==> src/rtl/mul_div_pkg.sv <==
// Shared types and decode helpers for the iterative RV32M multiply/divide sequencer.
package mul_div_pkg;

   typedef enum logic [2:0] {
      F_MUL    = 3'b000,
      F_MULH   = 3'b001,
      F_MULHSU = 3'b010,
      F_MULHU  = 3'b011,
      F_DIV    = 3'b100,
      F_DIVU   = 3'b101,
      F_REM    = 3'b110,
      F_REMU   = 3'b111
   } funct3_e;

   typedef enum logic [2:0] {
      S_IDLE,
      S_PREP,
      S_RUN,
      S_FIX,
      S_DONE
   } state_e;

   localparam logic [1:0] RESULT_SEL_DP       = 2'b00;
   localparam logic [1:0] RESULT_SEL_ONES     = 2'b01;
   localparam logic [1:0] RESULT_SEL_DIVIDEND = 2'b10;
   localparam logic [1:0] RESULT_SEL_ZERO     = 2'b11;

   function automatic logic is_div(input funct3_e f);
      return f[2];
   endfunction

   function automatic logic is_signed_a(input funct3_e f);
      return (f == F_MUL) || (f == F_MULH) || (f == F_MULHSU) ||
             (f == F_DIV) || (f == F_REM);
   endfunction

   function automatic logic is_signed_b(input funct3_e f);
      return (f == F_MUL) || (f == F_MULH) || (f == F_DIV) || (f == F_REM);
   endfunction

   // Upper product half for MULH*, remainder for REM*.
   function automatic logic is_hi(input funct3_e f);
      return (f == F_MULH) || (f == F_MULHSU) || (f == F_MULHU) ||
             (f == F_REM) || (f == F_REMU);
   endfunction

endpackage

==> src/rtl/mul_div_ctrl_sync_counter.sv <==
// Synchronous up/down counter with clear, load and a terminal-count flag.
module syncCounter #(
   parameter int unsigned           WIDTH  = 6,
   parameter logic [WIDTH-1:0]      THRESH = '1
) (
   input  logic             clk,
   input  logic             rst_n,
   input  logic             clear,
   input  logic             cnt_en,
   input  logic             up_down_n,
   input  logic             load_en,
   input  logic [WIDTH-1:0] load_val,
   output logic [WIDTH-1:0] count,
   output logic             tc
);

   always_ff @(posedge clk or negedge rst_n) begin
      if (!rst_n)
         count <= '0;
      else if (clear)
         count <= '0;
      else if (load_en)
         count <= load_val;
      else if (cnt_en)
         count <= up_down_n ? count + 1'b1 : count - 1'b1;
   end

   assign tc = (count == THRESH);

endmodule

==> src/rtl/mul_div_ctrl.sv <==
// Control FSM for the iterative shift-add multiplier / restoring divider datapath.
module mul_div_ctrl
   import mul_div_pkg::*;
#(
   parameter int unsigned DATA_WIDTH = 32,
   parameter int unsigned CNT_WIDTH  = 6
) (
   input  logic                 clk,
   input  logic                 rst_n,
   input  logic                 start_i,
   input  logic [2:0]           funct3_i,
   input  logic                 a_sign_i,
   input  logic                 b_sign_i,
   input  logic                 b_zero_i,
   input  logic                 div_ovf_i,
   input  logic                 mplier_lsb_i,
   input  logic                 partial_neg_i,
   input  logic                 kill_i,
   output logic                 ready_o,
   output logic                 busy_o,
   output logic                 done_o,
   output logic                 load_ops_o,
   output logic                 negate_a_o,
   output logic                 negate_b_o,
   output logic                 is_div_o,
   output logic                 step_en_o,
   output logic                 add_en_o,
   output logic                 restore_o,
   output logic                 q_bit_o,
   output logic                 negate_res_o,
   output logic                 hi_sel_o,
   output logic [1:0]           result_sel_o,
   output logic [CNT_WIDTH-1:0] iter_o
);

   generate
      if ((2 ** CNT_WIDTH) <= DATA_WIDTH) begin : g_cnt_width_chk
         $error("mul_div_ctrl: CNT_WIDTH too small to count DATA_WIDTH iterations");
      end
   endgenerate

   localparam logic [CNT_WIDTH-1:0] LAST_ITER = CNT_WIDTH'(DATA_WIDTH - 1);

   state_e  state_q, state_d;
   funct3_e f3_q;
   logic    a_sign_q, b_sign_q, b_zero_q, div_ovf_q, neg_res_q;
   logic    accept;
   logic    div, sdiv, rem, na, nb, neg_res_d, short_cut;
   logic    cnt_clr, cnt_en, tc;

   assign accept = (state_q == S_IDLE) && start_i && !kill_i;

   always_comb begin
      div       = is_div(f3_q);
      sdiv      = div && is_signed_a(f3_q);
      rem       = div && f3_q[1];
      na        = a_sign_q && is_signed_a(f3_q);
      nb        = b_sign_q && is_signed_b(f3_q);
      neg_res_d = rem ? na : (na ^ nb);
      // RISC-V defines div-by-zero and signed overflow results, so no iterations are needed.
      short_cut = div && (b_zero_q || (sdiv && div_ovf_q));
   end

   always_ff @(posedge clk or negedge rst_n) begin
      if (!rst_n) begin
         state_q   <= S_IDLE;
         f3_q      <= F_MUL;
         a_sign_q  <= 1'b0;
         b_sign_q  <= 1'b0;
         b_zero_q  <= 1'b0;
         div_ovf_q <= 1'b0;
         neg_res_q <= 1'b0;
      end else begin
         state_q <= state_d;
         if (accept) begin
            f3_q      <= funct3_e'(funct3_i);
            a_sign_q  <= a_sign_i;
            b_sign_q  <= b_sign_i;
            b_zero_q  <= b_zero_i;
            div_ovf_q <= div_ovf_i;
         end
         if (state_q == S_PREP)
            neg_res_q <= neg_res_d;
      end
   end

   always_comb begin
      state_d      = state_q;
      load_ops_o   = 1'b0;
      negate_a_o   = 1'b0;
      negate_b_o   = 1'b0;
      step_en_o    = 1'b0;
      add_en_o     = 1'b0;
      restore_o    = 1'b0;
      q_bit_o      = 1'b0;
      negate_res_o = 1'b0;
      done_o       = 1'b0;
      case (state_q)
         S_IDLE: if (accept) state_d = S_PREP;
         S_PREP: begin
            load_ops_o = 1'b1;
            negate_a_o = na;
            negate_b_o = nb;
            state_d    = short_cut ? S_DONE : S_RUN;
         end
         S_RUN: begin
            step_en_o = 1'b1;
            add_en_o  = !div && mplier_lsb_i;
            restore_o = div && partial_neg_i;
            q_bit_o   = div && !partial_neg_i;
            if (tc) state_d = S_FIX;
         end
         S_FIX: begin
            negate_res_o = neg_res_q;
            state_d      = S_DONE;
         end
         S_DONE: begin
            done_o  = 1'b1;
            state_d = S_IDLE;
         end
         default: state_d = S_IDLE;
      endcase
      if (kill_i) begin
         state_d = S_IDLE;
         done_o  = 1'b0;
      end
   end

   always_comb begin
      result_sel_o = RESULT_SEL_DP;
      if (div && b_zero_q)
         result_sel_o = rem ? RESULT_SEL_DIVIDEND : RESULT_SEL_ONES;
      else if (sdiv && div_ovf_q)
         result_sel_o = rem ? RESULT_SEL_ZERO : RESULT_SEL_DIVIDEND;
   end

   assign ready_o  = (state_q == S_IDLE);
   assign busy_o   = !ready_o;
   assign is_div_o = div;
   assign hi_sel_o = is_hi(f3_q);

   // Holding at the last iteration keeps iter_o stable through FIX/DONE.
   assign cnt_clr = (state_q == S_PREP) || kill_i;
   assign cnt_en  = (state_q == S_RUN) && !tc;

   syncCounter #(
      .WIDTH  (CNT_WIDTH),
      .THRESH (LAST_ITER)
   ) u_iter_cnt (
      .clk       (clk),
      .rst_n     (rst_n),
      .clear     (cnt_clr),
      .cnt_en    (cnt_en),
      .up_down_n (1'b1),
      .load_en   (1'b0),
      .load_val  ({CNT_WIDTH{1'b0}}),
      .count     (iter_o),
      .tc        (tc)
   );

endmodule

==> config.mk <==
export PLATFORM = sky130hd
export DESIGN_NAME = mul_div_ctrl
export DESIGN_NICKNAME = d
export VERILOG_FILES = /design/src/rtl/mul_div_pkg.sv /design/src/rtl/mul_div_ctrl_sync_counter.sv /design/src/rtl/mul_div_ctrl.sv
export SDC_FILE = /design/constraint.sdc
export NUM_CORES = 1
export LEC_CHECK = 0
export ABC_CLOCK_PERIOD_IN_PS = 1300
export CORE_MARGIN = 4
export CORE_UTILIZATION = 37
export DETAILED_ROUTE_END_ITERATION = 8
export GPL_ROUTABILITY_DRIVEN = 0
export PLACE_DENSITY = 0.7
export RECOVER_POWER = 100
export SLEW_MARGIN = 10
export SYNTH_ARGS = -nofsm -noshare
export SYNTH_HDL_FRONTEND = slang
export SYNTH_SLANG_ARGS = --single-unit
==> constraint.sdc <==
create_clock -name clk -period 1.3 [get_ports clk]
set_input_delay 0.13 -clock clk [delete_from_list [all_inputs] [get_ports clk]]
set_output_delay 0.13 -clock clk [all_outputs]
set_load 0.05 [all_outputs]
== After elaboration in Yosys (flattened, before gate mapping) ==
Index checks and enable logic that the tools add are counted.
Storage, ports and cells
  register bits after elaboration: 17
  output and inout bits: 21
  logic and storage cells: 79
Cells by class
  add/subtract/negate cells: 1
  equal/unequal tests: 13
  muxes and demuxes: 22
  bitwise logic cells: 1
  reductions and logical operators: 34
Operator list (number)
  1-bit logical AND: 13
  3-bit by 2-bit == test with 1-bit output, second input constant: 4
  3-bit == test, second input constant: 4
  1-bit logical OR: 12
  1-bit 2-to-1 mux: 12
  3-bit 2-to-1 mux: 4
  6-bit 2-to-1 mux: 2
  3-bit case mux with 4 select lines: 1
  6-bit by 1-bit adder with 6-bit output, second input constant: 1
  3-bit by 1-bit == test with 1-bit output, second input constant: 2
  6-bit by 5-bit == test with 1-bit output, second input constant: 1
  3-bit logical NOT: 2
  2-bit 2-to-1 mux: 3
  1-bit logical NOT: 5
  3-bit by 2-bit != test with 1-bit output, second input constant: 1
  3-bit != test, second input constant: 1
  2-bit AND reduction: 1
  2-bit nonzero test: 1
  1-bit bitwise XOR: 1

== Longest topological paths before layout ==
Gate-level depths: netlist of run 1.
  depth in word-level cells: 12
  depth in mapped cells: 6
  depth with buffers taken out: 4

== Modules after synthesis ==
A second synthesis of run 1 with hierarchy kept.
Unflattened totals
  cells, all modules: 121
  area total of the unflattened synthesis: 1204.9 µm²
By module, submodules not included
  mul_div_ctrl: times used 1, cells an instance 63, area an instance 691.9 µm²
  syncCounter: times used 1, cells an instance 58, area an instance 513.0 µm²

== Worst setup path before layout of run 1 ==
OpenSTA, ideal clock, no wires.
  path kind: register -> output
  start point: register state_q[0]
  end point: output q_bit_o
  arrival: 1993 ps
  data required time: 1170 ps
  setup slack: -823 ps
  stages on the path, launching flop included: 4
  path buffers: 1
  path through: dfrtp_1 > or3b_1 > buf_6 > nor3_1
Between the ends
  cells in the longest elaborated chain, start to end: 2
RTL lines
  from (decl): line mul_div_ctrl.sv:44  | state_e state_q, state_d;
  from (signal assigned): line mul_div_ctrl.sv:74  | state_q <= state_d;
  3-bit by 2-bit == test with 1-bit output: line mul_div_ctrl.sv:98  | case (state_q)
  1-bit 2-to-1 mux: line mul_div_ctrl.sv:98
  to (decl): line mul_div_ctrl.sv:29  | output logic q_bit_o,
No other way between the ends.

== Final worst setup path of run 1 ==
  start point: register state_q[2]
  end point: output restore_o
Between the ends
  cells in the longest elaborated chain, start to end: 2
RTL lines
  3-bit by 2-bit == test with 1-bit output: line mul_div_ctrl.sv:98
  1-bit 2-to-1 mux: line mul_div_ctrl.sv:98
  to (decl): line mul_div_ctrl.sv:28  | output logic restore_o,
No other way between the ends.

==> results_dict.tcl, run 1 <==
set metrics [dict create \
    p_leak_uw 0.0008732 \
    synth_warnings 0 \
    hold_violations 0 \
    internal_power_uw 1457 \
    rsz0062_at_grt "yes" \
    clk_path_buf_depth 2 \
    nNetsFinal 180 \
    final_antenna_net_count 0 \
    reg2reg_setup_slack_ps -360 \
    wire_per_inst_um 21.41 \
    slew_viol_final 0 \
    cts_root_buffer "clkbuf_4" \
    synthMuxAreaShare_pct 13.86 \
    numPortBuffers 33 \
    area_growth_pct 114.2 \
    synthXorXnorAreaFrac_pct 0.8739 \
    holdPathEnd "a_sign_q" \
    skew_ps 0.6617 \
    synth_top_area_cell "dfrtp_1" \
    slew_headroom_pct 37.33 \
    syn-num-nets 109 \
    seqPwrFrac_pct 29.8 \
    reg2reg_from "state_q[2]" \
    fin_area_sq_um 2147 \
    min_from "a_sign_i" \
    ctsHtreeMaxLevel 1 \
    hp-class "in -> reg" \
    fmax_mhz 557.0 \
    period_minus_slack_ps 1795 \
    synth_seq_area_share_pct 42.45 \
    fp.dieH_um 60.05 \
    synth_compound_area_share_pct 10.11 \
    chipWidth_um 60.05 \
    grt_pass1_vias 1176 \
    dpl-instance-area_sq_um 1823 \
    cp_data_required_time_ps 1170 \
    grt_pass1_wl_mm 6.251 \
    io_pins 34 \
    dp_hpwl_mm 2.247 \
    crit_type "reg -> out" \
    yosys-top-cells-area "dfrtp_1 (42%), mux2_2 (7.9%), mux2i_1 (6.0%)" \
    vdd_ir_drop_max_v 0.001218 \
    cts_sinks 17 \
    ys_types 38 \
    outcome "complete, but fails checks" \
    drc 0 \
    synthAdderAreaFrac_pct 1.248 \
    num_vias 1100 \
    regToRegEndpoint "u_iter_cnt.count[3]" \
    netlist_area_sq_um 1002 \
    worstHoldPathCells 2 \
    first_pass_iters 4 \
    fin_crit_sh_pct 138.1 \
    synth_top_family_by_area "simple AND/OR/NAND/NOR gates" \
    drtIter0Drc 41 \
    worstMarginPinSlew_ps 940.1 \
    drive_gt1_share_pct 69.70 \
    clkLatencyLatePin_ps 310 \
    crit_fanout 4 \
    synth_cells 95 \
    critPathLaunchType "flop" \
    failed_checks "negative setup slack" \
    switching_power_uw 1015 \
    synth_top_area_share_pct 42.45 \
    antenna_found_initial 0 \
    power_frac_clock_pct 12.8 \
    synth-simple-area-share_pct 24.34 \
    initial_core_util_pct 39.73 \
    max-cap-violations 0 \
    power_density_nw_per_um2 1151 \
    cts.clk_slew.worst_paths_ps 110 \
    setup_tns_ps -7307 \
    mostFrequentLayoutCell "buf_12" \
    comb_power_share_pct 57.4 \
    end_kind "output port" \
    num_antenna_cells 0 \
    reg2regPathDepth 5 \
    cts_buffers 3 \
    synth-seq-cells 17 \
    switching_share_pct 41.05 \
    overflow 0 \
    critPathArrivalTime_ps 1670 \
    routed_wl_mm 4.175 \
    core_area_sq_um 2522 \
    finalSetupViolations 29 \
    grt.total_usage_pct 24.22 \
    syn_avg_cell_area_sq_um 10.55 \
    tritoncts "built" \
    die-area_sq_um 3605 \
    layout_setup_ws_ps -495.5 \
    final_cell_mix "buf_12 (20), buf_4 (17), buf_6 (13)" \
    grt_max_degree 18 \
    rows 18 \
    vias_per_cell 5.641 \
]
-- critical path: stages (launching register included) --
cell and delay, ps:
dfrtp_1 430, or3b_4 390, buf_6 150, clkinv_8 50, and3_4 190, buf_12 140
-- cell type report --
cell class / instances / area, sq um
flip-flops and latches: 17 / 434.2
inverters: 7 / 58.81
fillers: 124 / 375.4
well taps: 30 / 37.54
clock buffers: 3 / 22.52
repair buffers: 69 / 828.3
multi-input cells: 68 / 760.7
clock inverters: 1 / 5.005
-- what timing repair did --
| item | in CTS | in global routing |
|---|---|---|
| pin swaps | 10 | 12 |
| hold buffers | 0 | 0 |
| gates resized for setup | 30 | 24 |
| buffers inserted | 12 | 6 |
| setup endpoints to repair | 29 | 32 |
-- logic make-up after synthesis --
| family | after synthesis |
|---|---|
| AND/OR/NAND/NOR | 40 |
| buffers and inverters | 10 |
| multiplexers | 13 |
| adder cells (fa/ha/maj) | 1 |
| flip-flops | 17 |
| AO/OA/AOI/OAI | 13 |
| XOR/XNOR | 1 |
-- layer usage --
| metal | GRT usage [%] | vias up | part of all wire, % |
|---|---|---|---|
| li1 | - | 494 | - |
| met1 | 32.89 | 555 | 41 |
| met2 | 37.96 | 38 | 50 |
| met3 | 3.240 | 13 | 4.0 |
| met4 | 11.08 | 0 | 4.4 |
| met5 | 0 | - | 0 |
-- power by group through the flow --
| stage | Clock [uW] | Sequential, uW | Combinational, uW |
|---|---|---|---|
| 6_report | 316 | 736 | 1420 |
| 5_1_grt | 359 | 746 | 1480 |
| 4_1_cts | 308 | 718 | 1310 |
| 3_5_place_dp | 0 | 723 | 1140 |
| 3_3_place_gp | 0 | 715 | 1120 |
| 2_1_floorplan | 0 | 744 | 600 |
-- synthesized netlist by cell type --
cell	instances
dfrtp_1	17
buf_6	2
a2111oi_0	1
nand2_1	3
a21oi_1	3
o21a_1	1
nor4_1	2
inv_4	1
o21ba_2	1
a211oi_2	1
a21o_1	1
or4_1	1
clkinv_8	1
nor3_1	2
a41oi_2	1
nor4_2	1
buf_4	1
nand3b_1	2
o21ai_0	1
ha_1	1
nor2_1	3
mux2_2	7
nand3_1	7
a31oi_1	1
o31ai_1	1
and4b_1	1
or3b_2	1
or3b_1	1
and3_1	6
nand2b_1	1
nand4_1	2
or3_1	3
o21ai_1	1
mux2i_1	6
nor2b_1	3
inv_1	5
and2b_1	1
xnor2_1	1
-- registers in the layout, summed over array words and instances (netlist names) --
register          cells
u_iter_cnt.count      6
f3_q                  3
state_q               3
a_sign_q              1
b_sign_q              1
b_zero_q              1
div_ovf_q             1
neg_res_q             1
-- metrics by stage --
| stage | util [%] | cells | hold slack, ps | power, uW | worst slack, ps |
|---|---|---|---|---|---|
| after CTS | 81.89 | 195 | 140.8 | 2331 | -444.0 |
| after floorplan | - | 95 | -165.6 | 1343 | -187.7 |
| after global placement | 72.27 | 179 | 475.6 | 1840 | -166.0 |
| after global routing | 85.12 | 195 | 414.4 | 2582 | -532.7 |
| final | 85.12 | 195 | 419.4 | 2472 | -495.5 |
| after detailed placement | 72.27 | 179 | 478.6 | 1867 | -187.7 |
-- how the worst max path moves through the flow --
stage	end	startpoint	slack [ps]	cells past startpoint
3_3_place_gp	u_iter_cnt.count[2]	state_q[2]	-170	4
6_report	restore_o	state_q[2]	-500	5
2_1_floorplan	negate_a_o	state_q[1]	-190	5
3_5_place_dp	u_iter_cnt.count[5]	kill_i	-190	4
4_1_cts	add_en_o	state_q[0]	-440	5
5_1_grt	restore_o	state_q[0]	-530	5
Power figures use the tool's default switching activity.
==> inputs of run 2 (changes only) <==
==> constraint.sdc (replaced) <==
create_clock -name clk -period 1.3 [get_ports clk]
set_input_delay 0.13 -clock clk [delete_from_list [all_inputs] [get_ports clk]]
set_output_delay 0.13 -clock clk [all_outputs]
set_load 0.02 [all_outputs]
==> run 2 against run 1 <==
  * The flow still finishes with violations (negative setup slack)
  * Global-route usage fell by 8.0 points
  * Hold slack gained 19 ps
  * Sequential power decreased by 5.3%
  * Via count shrank 9.9%
  * Non-clock buffer count is 1 lower
  * Critical path type unchanged
  * Largest power group unchanged
==> results_dict.tcl, run 2 (same netlist as run 1, synthesis figures left out) <==
set metrics [dict create \
    critPathLaunch "state_q[2]" \
    tritoncts "built" \
    fin_crit_sh_pct 126.1 \
    skew_ps 1.885 \
    largest_register_ffs 6 \
    top_regs "u_iter_cnt.count x6, f3_q x3, state_q x3" \
    grt_max_degree 18 \
    fp.dieH_um 60.05 \
    max-cap-violations 0 \
    wire_per_inst_um 14.24 \
    reg2reg_from "state_q[0]" \
    p_leak_uw 0.0008255 \
    placed_cells 183 \
    core_area_sq_um 2522 \
    cts_sinks 17 \
    worstMarginPinSlew_ps 918.3 \
    hold_ws_ps 438.4 \
    crit_type "reg -> out" \
    hp-class "in -> reg" \
    initial_core_util_pct 39.73 \
    slew_viol_final 0 \
    grt_pass1_vias 1057 \
    layout.cells.non_filler 194 \
    min_from "funct3_i[0]" \
    grt.total_usage_pct 16.25 \
    critPathLaunchType "flop" \
    finalSetupViolations 25 \
    chipWidth_um 60.05 \
    fmax_mhz 610.1 \
    clk_path_buf_depth 2 \
    final_antenna_net_count 0 \
    ctsHtreeMaxLevel 1 \
    slew_headroom_pct 38.78 \
    drive_gt1_share_pct 58.54 \
    power_uw 2004 \
    num_vias 991 \
    drtIter0Drc 26 \
    reg2reg_setup_slack_ps -280 \
    area_growth_pct 81.27 \
    num_antenna_cells 0 \
    crit_fanout 3 \
    overflow 0 \
    cp_data_required_time_ps 1170 \
    cts_root_buffer "clkbuf_4" \
    routed_wl_mm 2.763 \
    largest_register "u_iter_cnt.count" \
    outcome "complete, but fails checks" \
    drc 0 \
    first_pass_iters 4 \
    final_cell_mix "buf_4 (27), buf_6 (19), dfrtp_1 (14)" \
    cts_buffers 3 \
    nNetsFinal 179 \
    clkLatencyLatePin_ps 290 \
    period_minus_slack_ps 1639 \
    cts.clk_slew.worst_paths_ps 100 \
    mostFrequentLayoutCell "buf_4" \
    vias_per_cell 5.108 \
    io_pins 34 \
    vdd_ir_drop_max_v 0.001145 \
    numPortBuffers 33 \
    power_density_nw_per_um2 1103 \
    dpl-instance-area_sq_um 1608 \
    grt_pass1_wl_mm 4.436 \
    rsz0062_at_grt "yes" \
    layout_setup_ws_ps -339.2 \
    failed_checks "negative setup slack" \
    fin_area_sq_um 1817 \
    dp_hpwl_mm 2.073 \
    finish.utilization_pct 72.02 \
    critPathArrivalTime_ps 1510 \
    rows 18 \
    hold_violations 0 \
    end_kind "output port" \
    antenna_found_initial 0 \
    die-area_sq_um 3605 \
]
run 2: cell count changes in the layout (fill, tap and decap cells not counted), sizes merged:
cell / before / now
clkdlybuf4s15: 0 / 2
clkinvlp: 2 / 0
inv: 4 / 6
clkbuf: 9 / 7
dlygate4sd2: 0 / 4
buf: 51 / 46
run 2: where the power goes:
| group | total [uW] | internal (uW) | switching [uW] | leakage (uW) |
|---|---|---|---|---|
| logic | 1020 | 587 | 431 | 0.000593 |
| registers | 697 | 618 | 79.3 | 0.000215 |
| clock network | 288 | 114 | 174 | 0.0000177 |
| total | 2000 | 1320 | 684 | 0.000826 |
run 2: metrics by stage:
stage               setup TNS [ps]  worst slack, ps
detailed placement           -8385           -581.6
floorplan                   -786.1           -105.5
global placement             -7774           -539.3
CTS                          -4677           -359.1
global route                 -5805           -384.1
finish                       -4375           -339.2
run 2: final timing paths:
path	endpoint	cells past startpoint
worst max register to register	u_iter_cnt.count[5]	6
max in group asynchronous	f3_q[2]	2
worst min register to register	neg_res_q	2
worst max-delay path	add_en_o	4
worst min-delay path	f3_q[0]	2
min in group asynchronous	u_iter_cnt.count[5]	2
run 2: area by class of cell:
type	count	area [sq um]
multi-input cells	68	653.1
well taps	30	37.54
flip-flops and latches	17	429.2
fillers	189	705.7
clock inverters	1	5.005
repair buffers	68	618.1
inverters	7	51.30
clock buffers	3	22.52
run 2: metal layers:
layer | vias to the layer above | GRT usage (%) | part of all wire, %
li1 | 489 | - | -
met1 | 474 | 17.87 | 40
met2 | 26 | 31.64 | 55
met3 | 2 | 1.944 | 4.8
met4 | 0 | 5.063 | 0.62
met5 | - | 0 | 0
run 2: repair_timing:
action	4_1_cts	5_1_grt
gates resized for setup	115	19
hold buffers	0	0
endpoints found under the setup margin	36	32
setup buffers	7	2
gates cloned	0	0
pin swaps	8	8
run 2: critical path, stage by stage (launching register included):
cell and delay (ps):
dfrtp_1 420, or3b_4 460, clkinv_8 60, and3_4 160, buf_6 110
==> inputs of run 3 (changes only) <==
--- a/config.mk
+++ b/config.mk
@@ -10,9 +10,10 @@
 export CORE_UTILIZATION = 37
 export DETAILED_ROUTE_END_ITERATION = 8
 export GPL_ROUTABILITY_DRIVEN = 0
+export GPL_TIMING_DRIVEN = 0
 export PLACE_DENSITY = 0.7
 export RECOVER_POWER = 100
-export SLEW_MARGIN = 10
+export SLEW_MARGIN = 20
 export SYNTH_ARGS = -nofsm -noshare
 export SYNTH_HDL_FRONTEND = slang
 export SYNTH_SLANG_ARGS = --single-unit
==> run 3 against run 2 <==
  * The flow still finishes with violations (negative setup slack)
  * Via count decreased by 1.9%
  * Wire length up 1.9%
  * Fmax fell by 4.9%
  * Power is 4.3% lower
  * Cell count decreased by 5.7%
  * Core utilization is 2.9 points lower
  * Critical path depth increased by 1
  * Non-clock buffer count down 11
  * Sequential share of layout area grew 1.2 points
  * Global-route usage down 0.78 points
  * Clock-buffer cell count grew 1
  * Worst setup slack got worse by 85 ps
==> results_dict.tcl, run 3 (same netlist as run 1, synthesis figures left out) <==
set metrics [dict create \
    outcome "complete, but fails checks" \
    failed_checks "negative setup slack" \
    grt_pass1_wl_mm 4.181 \
    drive_gt1_share_pct 53.59 \
    top_regs "u_iter_cnt.count x6, f3_q x3, state_q x3" \
    crit_type "reg -> out" \
    setup_tns_ps -7459 \
    num_vias 972 \
    crit_fanout 3 \
    hold_violations 0 \
    fillCellCount 191 \
    cts.clk_slew.worst_paths_ps 100 \
    cts_root_buffer "clkbuf_4" \
    numPortBuffers 33 \
    critPathArrivalTime_ps 1590 \
    wire_per_inst_um 15.38 \
    slew_viol_final 0 \
    largest_register "u_iter_cnt.count" \
    area_growth_pct 74.03 \
    end_kind "output port" \
    rows 18 \
    vias_per_cell 5.311 \
    regToRegEndpoint "u_iter_cnt.count[4]" \
    chipWidth_um 60.05 \
    cts_buffers 3 \
    reg2reg_setup_slack_ps -320 \
    ctsHtreeMaxLevel 1 \
    initial_core_util_pct 39.73 \
    nNetsFinal 168 \
    grt.total_usage_pct 15.47 \
    tritoncts "built" \
    max-cap-violations 0 \
    mostFrequentLayoutCell "buf_6" \
    clk_path_buf_depth 2 \
    io_pins 34 \
    reg2reg_from "state_q[0]" \
    drc 0 \
    slew_headroom_pct 46.81 \
    grt_max_degree 18 \
    skew_ps 5.963 \
    period_minus_slack_ps 1724 \
    die-area_sq_um 3605 \
    final_antenna_net_count 0 \
    clkLatencyLatePin_ps 300 \
    num_antenna_cells 0 \
    fin_crit_sh_pct 132.6 \
    rsz0062_at_grt "yes" \
    antenna_found_initial 0 \
    hp-class "in -> async" \
    overflow 0 \
    finalSetupViolations 27 \
    power_density_nw_per_um2 1099 \
    fin_area_sq_um 1744 \
    cp_data_required_time_ps 1170 \
    core_area_sq_um 2522 \
    vdd_ir_drop_max_v 0.0009685 \
    worstMarginPinSlew_ps 795.3 \
    critPathLaunchType "flop" \
    routed_wl_mm 2.815 \
    final_cell_mix "buf_6 (23), buf_4 (14), dfrtp_1 (11), clkdlybuf4s50_1 (11)" \
    dp_hpwl_mm 1.730 \
    grt_pass1_vias 928 \
    finish.utilization_pct 69.15 \
    dpl-instance-area_sq_um 1419 \
    cts_sinks 17 \
    fmax_mhz 580.0 \
    layout_setup_ws_ps -424.2 \
    largest_register_ffs 6 \
    p_leak_uw 0.0007654 \
    first_pass_iters 4 \
    cts_hold_buf 0 \
    fp.dieH_um 60.05 \
    reg2regPathDepth 7 \
    dp_slack_ps -653.4 \
    drtIter0Drc 25 \
]
[run 3: how the worst max path moves through the flow]
stage / cells after the start / endpoint / slack, ps / start
after floorplan: 6 / u_iter_cnt.count[4] / -110 / state_q[1]
after global placement: 6 / negate_b_o / -660 / state_q[1]
after detailed placement: 6 / negate_a_o / -650 / state_q[1]
after CTS: 5 / restore_o / -440 / state_q[0]
after global routing: 5 / restore_o / -480 / state_q[0]
final: 5 / restore_o / -420 / state_q[0]
[run 3: report_power, final]
group	switching (uW)	total [uW]	internal, uW
sequential	97.2	718	621
clock	175	294	120
combinational	396	905	509
total	667	1920	1250
[run 3: metal layers]
| layer | share of wire [%] | routed length, um | track usage [%] | vias to the layer above |
|---|---|---|---|---|
| met5 | 0 | 0 | 0 | - |
| met4 | 0.82 | 23 | 5.063 | 0 |
| met3 | 5.5 | 156 | 2.592 | 2 |
| met2 | 52 | 1475 | 27.31 | 29 |
| met1 | 41 | 1160 | 18.86 | 473 |
| li1 | - | - | - | 468 |
[run 3: what timing repair did]
action / in CTS / in global routing
endpoints found under the hold margin: 0 / 0
pin swaps: 7 / 6
endpoints found under the setup margin: 36 / 31
gates resized for setup: 111 / 23
setup buffers: 14 / 11
[run 3: per-stage QoR]
stage	hold WS (ps)	instances	power (uW)
6_report	347.2	183	1917
5_1_grt	410.7	183	2033
4_1_cts	297.6	175	1811
3_5_place_dp	492.1	158	1373
3_3_place_gp	480.5	158	1361
2_1_floorplan	-165.6	95	1111
[run 3: layout make-up]
| type | count | area (sq um) | share of cell area [%] |
|---|---|---|---|
| buffer | 1 | 11.26 | 0.6456 |
| clock buffer | 4 | 26.28 | 1.506 |
| inverter | 7 | 51.30 | 2.941 |
| multi-input combinational | 68 | 640.6 | 36.73 |
| sequential | 17 | 432.9 | 24.82 |
| tap | 30 | 37.54 | 2.152 |
| timing repair buffer | 56 | 544.3 | 31.21 |
[run 3: critical path: stages, from the launching register on]
cell,delay (ps)
dfrtp_2,430
or3b_1,390
buf_6,150
clkinv_8,40
and3_4,170
buf_6,110
